===== config.mk =====
export PLATFORM = sky130hd
export DESIGN_NAME = aes_round_xform_flat
export DESIGN_NICKNAME = d
export VERILOG_FILES = /design/src/rtl/aes_round_xform_pkg.sv /design/src/rtl/aes_round_xform_if.sv /design/src/rtl/aes_round_xform_sbox.sv /design/src/rtl/aes_round_xform.sv /design/src/flat_wrapper.sv
export SDC_FILE = /design/constraint.sdc
export NUM_CORES = 2
export LEC_CHECK = 0
export CORE_MARGIN = 4
export CORE_UTILIZATION = 25
export DETAILED_ROUTE_END_ITERATION = 6
export GPL_TIMING_DRIVEN = 1
export PLACE_DENSITY = 0.38
export SLEW_MARGIN = 20
export SYNTH_ARGS = -nofsm -noshare
export SYNTH_HDL_FRONTEND = slang
export SYNTH_HIERARCHICAL = 1
export SYNTH_SLANG_ARGS = --single-unit

===== constraint.sdc =====
create_clock -name clk -period 0.8 [get_ports clk]
set_input_delay 0.24 -clock clk [delete_from_list [all_inputs] [get_ports clk]]
set_output_delay 0.24 -clock clk [all_outputs]
set_load 0.02 [all_outputs]

===== src/rtl/aes_round_xform_pkg.sv =====
// Shared AES constants and GF(2^8) helpers for the round transform.
// Byte k of a 128-bit state lives at [127-8k -: 8], row k%4, column k/4.
package aes_pkg;

    localparam int NUM_BYTES = 16;
    localparam int NUM_COLS  = 4;
    localparam int NUM_ROWS  = 4;

    localparam logic [7:0] SBOX [256] = '{
        8'h63, 8'h7c, 8'h77, 8'h7b, 8'hf2, 8'h6b, 8'h6f, 8'hc5, 8'h30, 8'h01, 8'h67, 8'h2b, 8'hfe, 8'hd7, 8'hab, 8'h76,
        8'hca, 8'h82, 8'hc9, 8'h7d, 8'hfa, 8'h59, 8'h47, 8'hf0, 8'had, 8'hd4, 8'ha2, 8'haf, 8'h9c, 8'ha4, 8'h72, 8'hc0,
        8'hb7, 8'hfd, 8'h93, 8'h26, 8'h36, 8'h3f, 8'hf7, 8'hcc, 8'h34, 8'ha5, 8'he5, 8'hf1, 8'h71, 8'hd8, 8'h31, 8'h15,
        8'h04, 8'hc7, 8'h23, 8'hc3, 8'h18, 8'h96, 8'h05, 8'h9a, 8'h07, 8'h12, 8'h80, 8'he2, 8'heb, 8'h27, 8'hb2, 8'h75,
        8'h09, 8'h83, 8'h2c, 8'h1a, 8'h1b, 8'h6e, 8'h5a, 8'ha0, 8'h52, 8'h3b, 8'hd6, 8'hb3, 8'h29, 8'he3, 8'h2f, 8'h84,
        8'h53, 8'hd1, 8'h00, 8'hed, 8'h20, 8'hfc, 8'hb1, 8'h5b, 8'h6a, 8'hcb, 8'hbe, 8'h39, 8'h4a, 8'h4c, 8'h58, 8'hcf,
        8'hd0, 8'hef, 8'haa, 8'hfb, 8'h43, 8'h4d, 8'h33, 8'h85, 8'h45, 8'hf9, 8'h02, 8'h7f, 8'h50, 8'h3c, 8'h9f, 8'ha8,
        8'h51, 8'ha3, 8'h40, 8'h8f, 8'h92, 8'h9d, 8'h38, 8'hf5, 8'hbc, 8'hb6, 8'hda, 8'h21, 8'h10, 8'hff, 8'hf3, 8'hd2,
        8'hcd, 8'h0c, 8'h13, 8'hec, 8'h5f, 8'h97, 8'h44, 8'h17, 8'hc4, 8'ha7, 8'h7e, 8'h3d, 8'h64, 8'h5d, 8'h19, 8'h73,
        8'h60, 8'h81, 8'h4f, 8'hdc, 8'h22, 8'h2a, 8'h90, 8'h88, 8'h46, 8'hee, 8'hb8, 8'h14, 8'hde, 8'h5e, 8'h0b, 8'hdb,
        8'he0, 8'h32, 8'h3a, 8'h0a, 8'h49, 8'h06, 8'h24, 8'h5c, 8'hc2, 8'hd3, 8'hac, 8'h62, 8'h91, 8'h95, 8'he4, 8'h79,
        8'he7, 8'hc8, 8'h37, 8'h6d, 8'h8d, 8'hd5, 8'h4e, 8'ha9, 8'h6c, 8'h56, 8'hf4, 8'hea, 8'h65, 8'h7a, 8'hae, 8'h08,
        8'hba, 8'h78, 8'h25, 8'h2e, 8'h1c, 8'ha6, 8'hb4, 8'hc6, 8'he8, 8'hdd, 8'h74, 8'h1f, 8'h4b, 8'hbd, 8'h8b, 8'h8a,
        8'h70, 8'h3e, 8'hb5, 8'h66, 8'h48, 8'h03, 8'hf6, 8'h0e, 8'h61, 8'h35, 8'h57, 8'hb9, 8'h86, 8'hc1, 8'h1d, 8'h9e,
        8'he1, 8'hf8, 8'h98, 8'h11, 8'h69, 8'hd9, 8'h8e, 8'h94, 8'h9b, 8'h1e, 8'h87, 8'he9, 8'hce, 8'h55, 8'h28, 8'hdf,
        8'h8c, 8'ha1, 8'h89, 8'h0d, 8'hbf, 8'he6, 8'h42, 8'h68, 8'h41, 8'h99, 8'h2d, 8'h0f, 8'hb0, 8'h54, 8'hbb, 8'h16
    };

    function automatic logic [7:0] xtime(input logic [7:0] x);
        return {x[6:0], 1'b0} ^ (x[7] ? 8'h1b : 8'h00);
    endfunction

    function automatic logic [7:0] gmul3(input logic [7:0] x);
        return xtime(x) ^ x;
    endfunction

    function automatic int byte_idx(input int row, input int col);
        return NUM_ROWS * col + row;
    endfunction

    // MSB of byte k inside the 128-bit state vector
    function automatic int byte_hi(input int k);
        return 127 - 8 * k;
    endfunction

endpackage


===== src/rtl/aes_round_xform_if.sv =====
// Round-transform data bus: controller (master) drives state/key/controls,
// the transform (slave) returns the registered round result.
interface aes_round_xform_if;
    logic         en;
    logic         skip_mixcols;
    logic [127:0] state_in;
    logic [127:0] round_key;
    logic [127:0] state_out;

    modport master (
        output en, skip_mixcols, state_in, round_key,
        input  state_out
    );

    modport slave (
        input  en, skip_mixcols, state_in, round_key,
        output state_out
    );
endinterface


===== src/rtl/aes_round_xform_sbox.sv =====
// Single-byte AES SubBytes lookup, purely combinational.
module aes_sbox_byte
    import aes_pkg::*;
(
    input  logic [7:0] din,
    output logic [7:0] dout
);
    assign dout = SBOX[din];
endmodule


===== src/rtl/aes_round_xform.sv =====
// One registered AES-128 encryption round: SubBytes, ShiftRows, optional
// MixColumns, AddRoundKey. state_out is the only storage in the block.
module aes_round_xform
    import aes_pkg::*;
(
    input  logic              clk,
    input  logic              rst_n,
    aes_round_xform_if.slave  bus
);
    logic [127:0] sb;
    logic [127:0] sr;
    logic [127:0] mc;
    logic [127:0] nxt;
    logic [127:0] state_q;

    for (genvar k = 0; k < NUM_BYTES; k++) begin : g_sb
        aes_sbox_byte u_sbox (
            .din  (bus.state_in[byte_hi(k) -: 8]),
            .dout (sb[byte_hi(k) -: 8])
        );
    end

    // Row r rotates left by r columns; pure wiring.
    for (genvar r = 0; r < NUM_ROWS; r++) begin : g_sr_row
        for (genvar c = 0; c < NUM_COLS; c++) begin : g_sr_col
            assign sr[byte_hi(byte_idx(r, c)) -: 8] =
                   sb[byte_hi(byte_idx(r, (c + r) % NUM_COLS)) -: 8];
        end
    end

    for (genvar c = 0; c < NUM_COLS; c++) begin : g_mc
        logic [7:0] a0, a1, a2, a3;
        assign a0 = sr[byte_hi(byte_idx(0, c)) -: 8];
        assign a1 = sr[byte_hi(byte_idx(1, c)) -: 8];
        assign a2 = sr[byte_hi(byte_idx(2, c)) -: 8];
        assign a3 = sr[byte_hi(byte_idx(3, c)) -: 8];

        assign mc[byte_hi(byte_idx(0, c)) -: 8] = xtime(a0) ^ gmul3(a1) ^ a2 ^ a3;
        assign mc[byte_hi(byte_idx(1, c)) -: 8] = a0 ^ xtime(a1) ^ gmul3(a2) ^ a3;
        assign mc[byte_hi(byte_idx(2, c)) -: 8] = a0 ^ a1 ^ xtime(a2) ^ gmul3(a3);
        assign mc[byte_hi(byte_idx(3, c)) -: 8] = gmul3(a0) ^ a1 ^ a2 ^ xtime(a3);
    end

    // Final round drops MixColumns; the key is added either way.
    assign nxt = (bus.skip_mixcols ? sr : mc) ^ bus.round_key;

    always_ff @(posedge clk or negedge rst_n) begin
        if (!rst_n)
            state_q <= '0;
        else if (bus.en)
            state_q <= nxt;
    end

    assign bus.state_out = state_q;

endmodule


===== src/flat_wrapper.sv =====
// flat-port wrapper written by rule: the top's interface ports become plain ports
module aes_round_xform_flat import aes_pkg::*;
  (clk, rst_n, bus_en, bus_skip_mixcols, bus_state_in, bus_round_key, bus_state_out);
  aes_round_xform_if bus_i ();
  input  logic clk;
  input  logic rst_n;
  input wire logic [$bits(bus_i.en)-1:0] bus_en;
  input wire logic [$bits(bus_i.skip_mixcols)-1:0] bus_skip_mixcols;
  input wire logic [$bits(bus_i.state_in)-1:0] bus_state_in;
  input wire logic [$bits(bus_i.round_key)-1:0] bus_round_key;
  output wire logic [$bits(bus_i.state_out)-1:0] bus_state_out;
  assign bus_i.en = bus_en;
  assign bus_i.skip_mixcols = bus_skip_mixcols;
  assign bus_i.state_in = bus_state_in;
  assign bus_i.round_key = bus_round_key;
  assign bus_state_out = bus_i.state_out;
  aes_round_xform u_core (.clk(clk), .rst_n(rst_n), .bus(bus_i));
endmodule

# Word-level counts from Yosys, hierarchy flattened
# Memory sizes are Yosys's and may differ from the RTL's.
# Cells that the tools add are included.
dict set report word_totals {
  input_bits 260
  out_inout_bits 128
  wordCells 179
  latchBits 0
  ram_bits 0
  mem_count 16
  romBits 32768
  regBits 128
}
dict set report classes {
  div_mod_pow 0
  n_eq_ne 0
  bitwise_logic 97
  shifts 0
  magnitude_cmp 16
  addsub 0
  reduce_logical 0
  muxes 49
  multipliers 0
}
# memory words width read_ports rd_ports_with_merged_regs write_ports line_no
set memory_table {}
lappend memory_table {{(name not given)} 256 8 1 0 0 aes_round_xform_sbox.sv:8} ;# assign dout = SBOX[din];
lappend memory_table {{(name not given)} 256 8 1 0 0 aes_round_xform_sbox.sv:8}
lappend memory_table {{(name not given)} 256 8 1 0 0 aes_round_xform_sbox.sv:8}
lappend memory_table {{(name not given)} 256 8 1 0 0 aes_round_xform_sbox.sv:8}
lappend memory_table {{(name not given)} 256 8 1 0 0 aes_round_xform_sbox.sv:8}
lappend memory_table {{(name not given)} 256 8 1 0 0 aes_round_xform_sbox.sv:8}
lappend memory_table {{10 more memories} - - - - - -}
# op n
set ops {}
lappend ops {{$xor 8x8->8} 80}
lappend ops {{$mux 8} 32}
lappend ops {{$ge 9x9->1 const B} 16}
lappend ops {{$not 8->9} 16}
lappend ops {{$mux 128} 1}
lappend ops {{$xor 128x128->128} 1}
lappend ops {{$mux 5} 16}

# Longest topological paths before layout
dict set report depth {
  depth_word 12
  ltp_mapped 17
  mapped_depth_nobuf 13
}

# Hierarchy
# The synthesis kept the hierarchy.
# module cells_each area_each_um2 instances seq_area_each_um2
set modules_own_cells {}
lappend modules_own_cells {{aes_sbox_byte (u_core.g_sb[0].u_sbox ...)} 510 3103.0 9 0.0}
lappend modules_own_cells {{aes_sbox_byte (u_core.g_sb[3].u_sbox ...)} 507 3179.3 7 0.0}
lappend modules_own_cells {aes_round_xform 1342 12436.9 1 3203.1}

# Worst setup path after synthesis
# OpenSTA, ideal clock, no wires.
dict set report synth_timing {
  path_kind {input to register}
  start {input port bus_state_in[57]}
  end {register u_core.state_q[35], in the netlist u_core/bus.state_out[35]}
  t_arrival_ns 3.398
  n_path_buf 3
  cell_stages 16
  setup_time_ns 0.142
  t_required_ns 0.658
  path_slack_ns -2.740
  path_cell_list {buf_2 -> clkbuf_1 -> inv_1 -> ha_1 -> nand2b_1 -> buf_2 -> a21oi_1 -> a311o_1 -> a221oi_1 -> a211oi_1 -> a21oi_1 -> xor2_1 -> xnor2_1 -> xnor2_1 -> xnor2_1 -> o221ai_1}
}
dict set report synth_between {
  elab_cells_between_ends 12
  classes_between {mux (4); bitwise (7); memory (1)}
}
# item line_no
set synth_lines {}
lappend synth_lines {{start: declaration} flat_wrapper.sv:9} ;# input wire logic [$bits(bus_i.state_in)-1:0] bus_state_in;
lappend synth_lines {{$not 8->9 (implied by the code)} aes_round_xform_sbox.sv:8}
lappend synth_lines {{$mem_v2 256x8} -}
lappend synth_lines {{$mux 8 (implied by the code) (2 in series)} aes_round_xform_sbox.sv:8}
lappend synth_lines {{via u_core.g_mc[2].a0[3]} aes_round_xform.sv:32} ;# logic [7:0] a0, a1, a2, a3;
lappend synth_lines {{$xor 8x8->8} aes_round_xform_pkg.sv:33} ;# return xtime(x) ^ x;
lappend synth_lines {{$xor 8x8->8 (3 in series)} aes_round_xform.sv:41} ;# assign mc[byte_hi(byte_idx(3, c)) -: 8] = gmul3(a0) ^ a1 ^ a2 ^ xtime(a3);
lappend synth_lines {{$mux 128} aes_round_xform.sv:45} ;# assign nxt = (bus.skip_mixcols ? sr : mc) ^ bus.round_key;
lappend synth_lines {{$xor 128x128->128} aes_round_xform.sv:45}
lappend synth_lines {{end signal: assignment} aes_round_xform.sv:51} ;# state_q <= nxt;
lappend synth_lines {{end: declaration} aes_round_xform.sv:14} ;# logic [127:0] state_q;
# The timed path passes the listed nets, and every way through them passes these cells. The select of a mux whose other input is x is not followed.
# A chain may end at the register's enable or synchronous reset.

# Final worst setup path
dict set report layout_timing {
  start {input port bus_state_in[40]}
  end {register u_core.state_q[121], in the netlist u_core/bus.state_out[121]}
}
dict set report layout_between {
  elab_chain_cells 8
}
# item line_no
set layout_lines {}
lappend layout_lines {{$not 8->9 (implied by the code)} aes_round_xform_sbox.sv:8}
lappend layout_lines {{$mem_v2 256x8} -}
lappend layout_lines {{$mux 8 (implied by the code) (2 in series)} aes_round_xform_sbox.sv:8}
lappend layout_lines {{via u_core.g_mc[0].a2[1]} aes_round_xform.sv:32}
lappend layout_lines {{$xor 8x8->8 (2 in series)} aes_round_xform.sv:38} ;# assign mc[byte_hi(byte_idx(0, c)) -: 8] = xtime(a0) ^ gmul3(a1) ^ a2 ^ a3;
lappend layout_lines {{$mux 128} aes_round_xform.sv:45}
lappend layout_lines {{$xor 128x128->128} aes_round_xform.sv:45}
# The timed path passes the listed nets, and every way through them passes these cells. The select of a mux whose other input is x is not followed.

==> parameters.txt <==
Parameter                              Value

Run status
  Status ... finished with violations
  Violated checks ... DRC, setup timing

Synth
  Area share of and/or/nand/nor cells after synthesis ... 24.2%
  Main combinational cell family by area after synthesis ... compound AO/OA/AOI/OAI gates
  Cell type contributing the most total cell area after synthesis ... sky130_fd_sc_hd__xnor2_1
  Synthesized instance count ... 9481
  Primary FF master, synth ... sky130_fd_sc_hd__dfrtp_1
  Fraction of synthesized area in multiplexers ... 4.42%
  Complex-gate fraction of the synthesized area ... 41.3%
  Mapped cell area ... 62600 um^2
  Synth top area share ... 8.27%
  Yosys reg bits ... 128
  Count of yosys warnings during synthesis ... 6
  Xor-xnor portion of the synthesized cell area ... 10.0%
  Synth cell types ... 90
  Mean post-synth cell area ... 6.60 um^2
  Async set or reset register ratio after synthesis ... 100%
  Number of enable-type register cells in the synthesized netlist ... 0
  Mapped Nets ... 9981
  Sequential area share after synthesis ... 5.12%
  Share of synthesized cell area in full adder, half adder and majority cells ... 4.80%
  Top cells by area, synth ... sky130_fd_sc_hd__xnor2_1, sky130_fd_sc_hd__o21ai_0, sky130_fd_sc_hd__a21oi_1

Setup path
  Type of element capturing the critical path ... flop
  Cell with the biggest individual delay on the critical path ... sky130_fd_sc_hd__o211ai_1
  Highest net fanout along the worst path ... 12
  Worst endpoint data arrival time ... 3.39 ns
  Worst reg2reg path depth ... 2
  Required time of the worst setup path ... 1.22 ns
  Worst flop-to-flop path endpoint ... u_core/bus.state_out[84]$_DFFE_PN0P_
  Cell Chain, Critical Path ... buf_6 > buf_8 > ha_4 > nand2b_4 > buf_8 > a21oi_2 > nand2_1 > o311ai_4 > buf_4 > a21oi_2 > o211ai_1 > buf_4 > xor2_4 > xor2_2 > xnor2_1 > o211ai_1 > buf_4 > o21ai_2
  Max stage delay on crit path ... 0.50 ns
  Startpoint types ... input pin
  Launch instance of the worst register-to-register path ... u_core/bus.state_out[84]$_DFFE_PN0P_
  Worst setup path startpoint ... bus_state_in[40]
  R2R Setup Slk ... -0.20 ns
  Class of the most critical setup path ... in -> reg
  Top cell by count, worst path ... sky130_fd_sc_hd__buf_4

Drt
  Vias per cell ... 5.88
  Vias after detailed routing ... about 100000
  Detailed Route Iter0 Violations ... roughly 12000
  Drt pass-1 iters ... 7
  Average wire per standard cell ... 28.2 um
  Remaining antenna violation count after routing ... 0
  Drt total wl ... 469000 um
  Number of remaining DRC errors ... 1

Timing
  Worst setup slack after layout ... -2.17 ns
  Number of max-slew violations in the final report ... 0
  Unrepaired setup endpoints after global routing ... yes
  Final setup violation count ... 256
  Setup tns final ... -354.99 ns
  Post-layout min period ... 2.97 ns
  Slew margin rel. ... between 50% and 60%
  Transition at the pin with the smallest max-transition slack ... 0.684 ns
  Clock tree skew after final layout ... 0 ns
  Hold slack final ... 0.134 ns
  Highest attainable clock frequency ... 0.337 GHz
  Final-report hold violation count ... 0
  Fraction of the cycle the final worst path needs ... 371%

Layout
  Layout area overhead ... 89.1%
  Final standard cell count with taps included and fillers excluded ... roughly 17000
  Layout fillers ... around 25000
  Share of layout cells above drive strength 1 ... 50.1%
  Share of the core filled with cells in the final layout ... 47.6%
  Non-Filler Cell Area, Final ... 118000 um^2
  NumNets Final ... 13800
  Flip-flop count of the largest register after layout ... 128

Placed design
  Half-perimeter wire length after detailed placement ... 375000 um
  Routability cong. ... 1.03
  Placed insts ... approximately 16000
  Port bufs ... 387
  Place WS ... -3.67 ns
  Area post-placement ... 102000 um^2

Global route
  First-pass GRT wire length ... approximately 660000 um
  Total Routing Usage GR ... 33.8%
  Antenna violations before repair ... 34
  Maximum number of pins on one net before global-route repair ... 49
  Overflow left after global routing ... 0
  Vias in the first global route ... 94100

Clock network
  Clock tree from TritonCTS ... done
  Number of CTS-inserted buffers ... 17
  Cell chosen for the clock root ... sky130_fd_sc_hd__clkbuf_16
  Reg clk slew, reported paths ... about 0.090 ns
  Deepest clock path buffer count ... 2
  H-Tree Depth ... 4
  Worst-Skew Late Latency ... 0.53 ns
  Number of clock sinks seen by CTS ... 128

Floorplanning
  Num ports ... about 390
  Die outline area ... about 260000 um^2
  Die height ... slightly above 500 um
  Core footprint ... ~250000 um^2
  Standard-cell row count ... approximately 180
  Die W ... about 500 um
  Effective utilization at floorplan ... 25.2%

Power
  Maximum ir drop on the vdd rail ... 1.98 mV
  Total power of the final layout ... roughly 140 mW
  Ratio of total power to cell area ... 1180 nW/um^2
  Leakage dissipation ... 49.1 nW

Flow run
  Max-cap check violation count ... 0

Hold path
  Hold path startpoint ... bus_en
  Capture endpoint of the worst hold path ... u_core/bus.state_out[33]$_DFFE_PN0P_
  Hold Path Cell Cnt ... 3
  Worst hold path type ... in -> reg
cells in the mapped netlist (44+ instances only):
master                     number
sky130_fd_sc_hd__mux2_2        45
sky130_fd_sc_hd__mux4_2        50
sky130_fd_sc_hd__and2_1        44
sky130_fd_sc_hd__o21ai_1      141
sky130_fd_sc_hd__a21o_1        61
sky130_fd_sc_hd__buf_6         64
sky130_fd_sc_hd__clkbuf_1     485
sky130_fd_sc_hd__buf_1         97
sky130_fd_sc_hd__and3_1        59
sky130_fd_sc_hd__or2_2         61
sky130_fd_sc_hd__nor2_1       547
sky130_fd_sc_hd__o221ai_1      53
sky130_fd_sc_hd__o22ai_1       91
sky130_fd_sc_hd__o21ai_0      740
sky130_fd_sc_hd__a21oi_1      695
sky130_fd_sc_hd__a31oi_1      246
sky130_fd_sc_hd__nor2b_1      192
sky130_fd_sc_hd__nor4_1        51
sky130_fd_sc_hd__ha_1         240
sky130_fd_sc_hd__nand2_1      808
sky130_fd_sc_hd__mux2i_1      104
sky130_fd_sc_hd__a211oi_1     211
sky130_fd_sc_hd__a221oi_1      55
sky130_fd_sc_hd__xor2_1       105
sky130_fd_sc_hd__o311ai_0     148
sky130_fd_sc_hd__nand3_1      416
sky130_fd_sc_hd__nand2b_1     314
sky130_fd_sc_hd__a311oi_1     232
sky130_fd_sc_hd__buf_2        423
sky130_fd_sc_hd__o31ai_1      130
sky130_fd_sc_hd__o211ai_1     332
sky130_fd_sc_hd__dfrtp_1      128
sky130_fd_sc_hd__nand4_1       53
sky130_fd_sc_hd__a32oi_1       57
sky130_fd_sc_hd__xnor2_1      591
sky130_fd_sc_hd__o311ai_1      49
sky130_fd_sc_hd__a311o_1       62
sky130_fd_sc_hd__nor3_1       221
sky130_fd_sc_hd__inv_1        210
layer usage:
metal / track usage (%) / vias up / share of wire, %
li1: - / 43400 / -
met4: 16.6 / 6 / 6.5
met1: 43.9 / 47400 / 41
met5: 0 / - / 0.0087
met3: 4.76 / 1353 / 7.9
met2: 54.9 / 5493 / 45
cell type report:
class	instances	area [um^2]	share of cell area [%]
multi-input cells	7986	66000	55.8
repair buffers	4877	43200	36.4
well taps	3330	4170	3.52
flip-flops and latches	128	3200	2.71
inverters	242	1200	1.01
clock buffers	18	439	0.371
clock inverters	14	149	0.126
diodes	20	50.0	0.0423
worst max-delay path, delay by kind of cell:
family	cells	cell delay (ns)
simple gates	2	0.26
fa+ha+maj	1	0.18
buf+inv	6	1.02
xor+xnor	3	0.42
compound gates	6	1.26
cells in the final DEF, fill, tap and decap left out, drive strengths merged, types with 53 or more instances in the layout:
cell,instances
a311oi,232
inv,210
a221oi,62
or2,91
xor2,110
nand4,53
nand2b,328
buf,4620
nand3,416
nor2b,199
o221ai,60
o21ai,881
mux2i,111
xnor2,596
o31ai,130
o22ai,91
and2,62
a211oi,211
a32oi,57
and3,68
a21o,61
dfrtp,128
ha,240
a21oi,695
o311ai,197
nor2,561
clkdlybuf4s50,232
nand2,822
a311o,62
a31oi,246
o211ai,332
nor3,228
cells by family (layout without fill, tap and decap cells):
logic type / count (synthesis) / count (layout)
AOI/OAI and AO/OA: 3802 / 3802
and+or+nand+nor: 3032 / 3032
buffers and inverters: 1367 / 5151
xor gates and xnor gates: 706 / 706
adders and majority gates: 240 / 240
muxes: 206 / 206
DFF: 128 / 128
other: 0 / 20
report_power, final:
group | switching [mW] | leakage [nW] | internal (mW)
combinational | 59.8 | 47.3 | 59.4
clock | 4.70 | 0.293 | 4.48
sequential | 2.85 | 1.53 | 9.02
worst max path at each step:
stage          slack [ns]  cells after the start                                     to
2_1_floorplan       -2.25                     17   u_core/bus.state_out[15]$_DFFE_PN0P_
3_5_place_dp        -3.67                     17  u_core/bus.state_out[121]$_DFFE_PN0P_
6_report            -2.17                     18  u_core/bus.state_out[121]$_DFFE_PN0P_
4_1_cts             -2.34                     19  u_core/bus.state_out[121]$_DFFE_PN0P_
5_1_grt             -2.24                     15  u_core/bus.state_out[121]$_DFFE_PN0P_
3_3_place_gp        -3.68                     18  u_core/bus.state_out[121]$_DFFE_PN0P_
what timing repair did:
| action | in CTS | in global routing |
|---|---|---|
| pin swaps | 292 | 783 |
| hold buffers | 1 | 0 |
| resized for setup | 981 | 1823 |
| setup endpoints to repair | 256 | 256 |
| hold endpoints to repair | 128 | 0 |
| setup buffers | 141 | 254 |
| gates cloned | 1 | 11 |
Power figures use the tool's default switching activity.
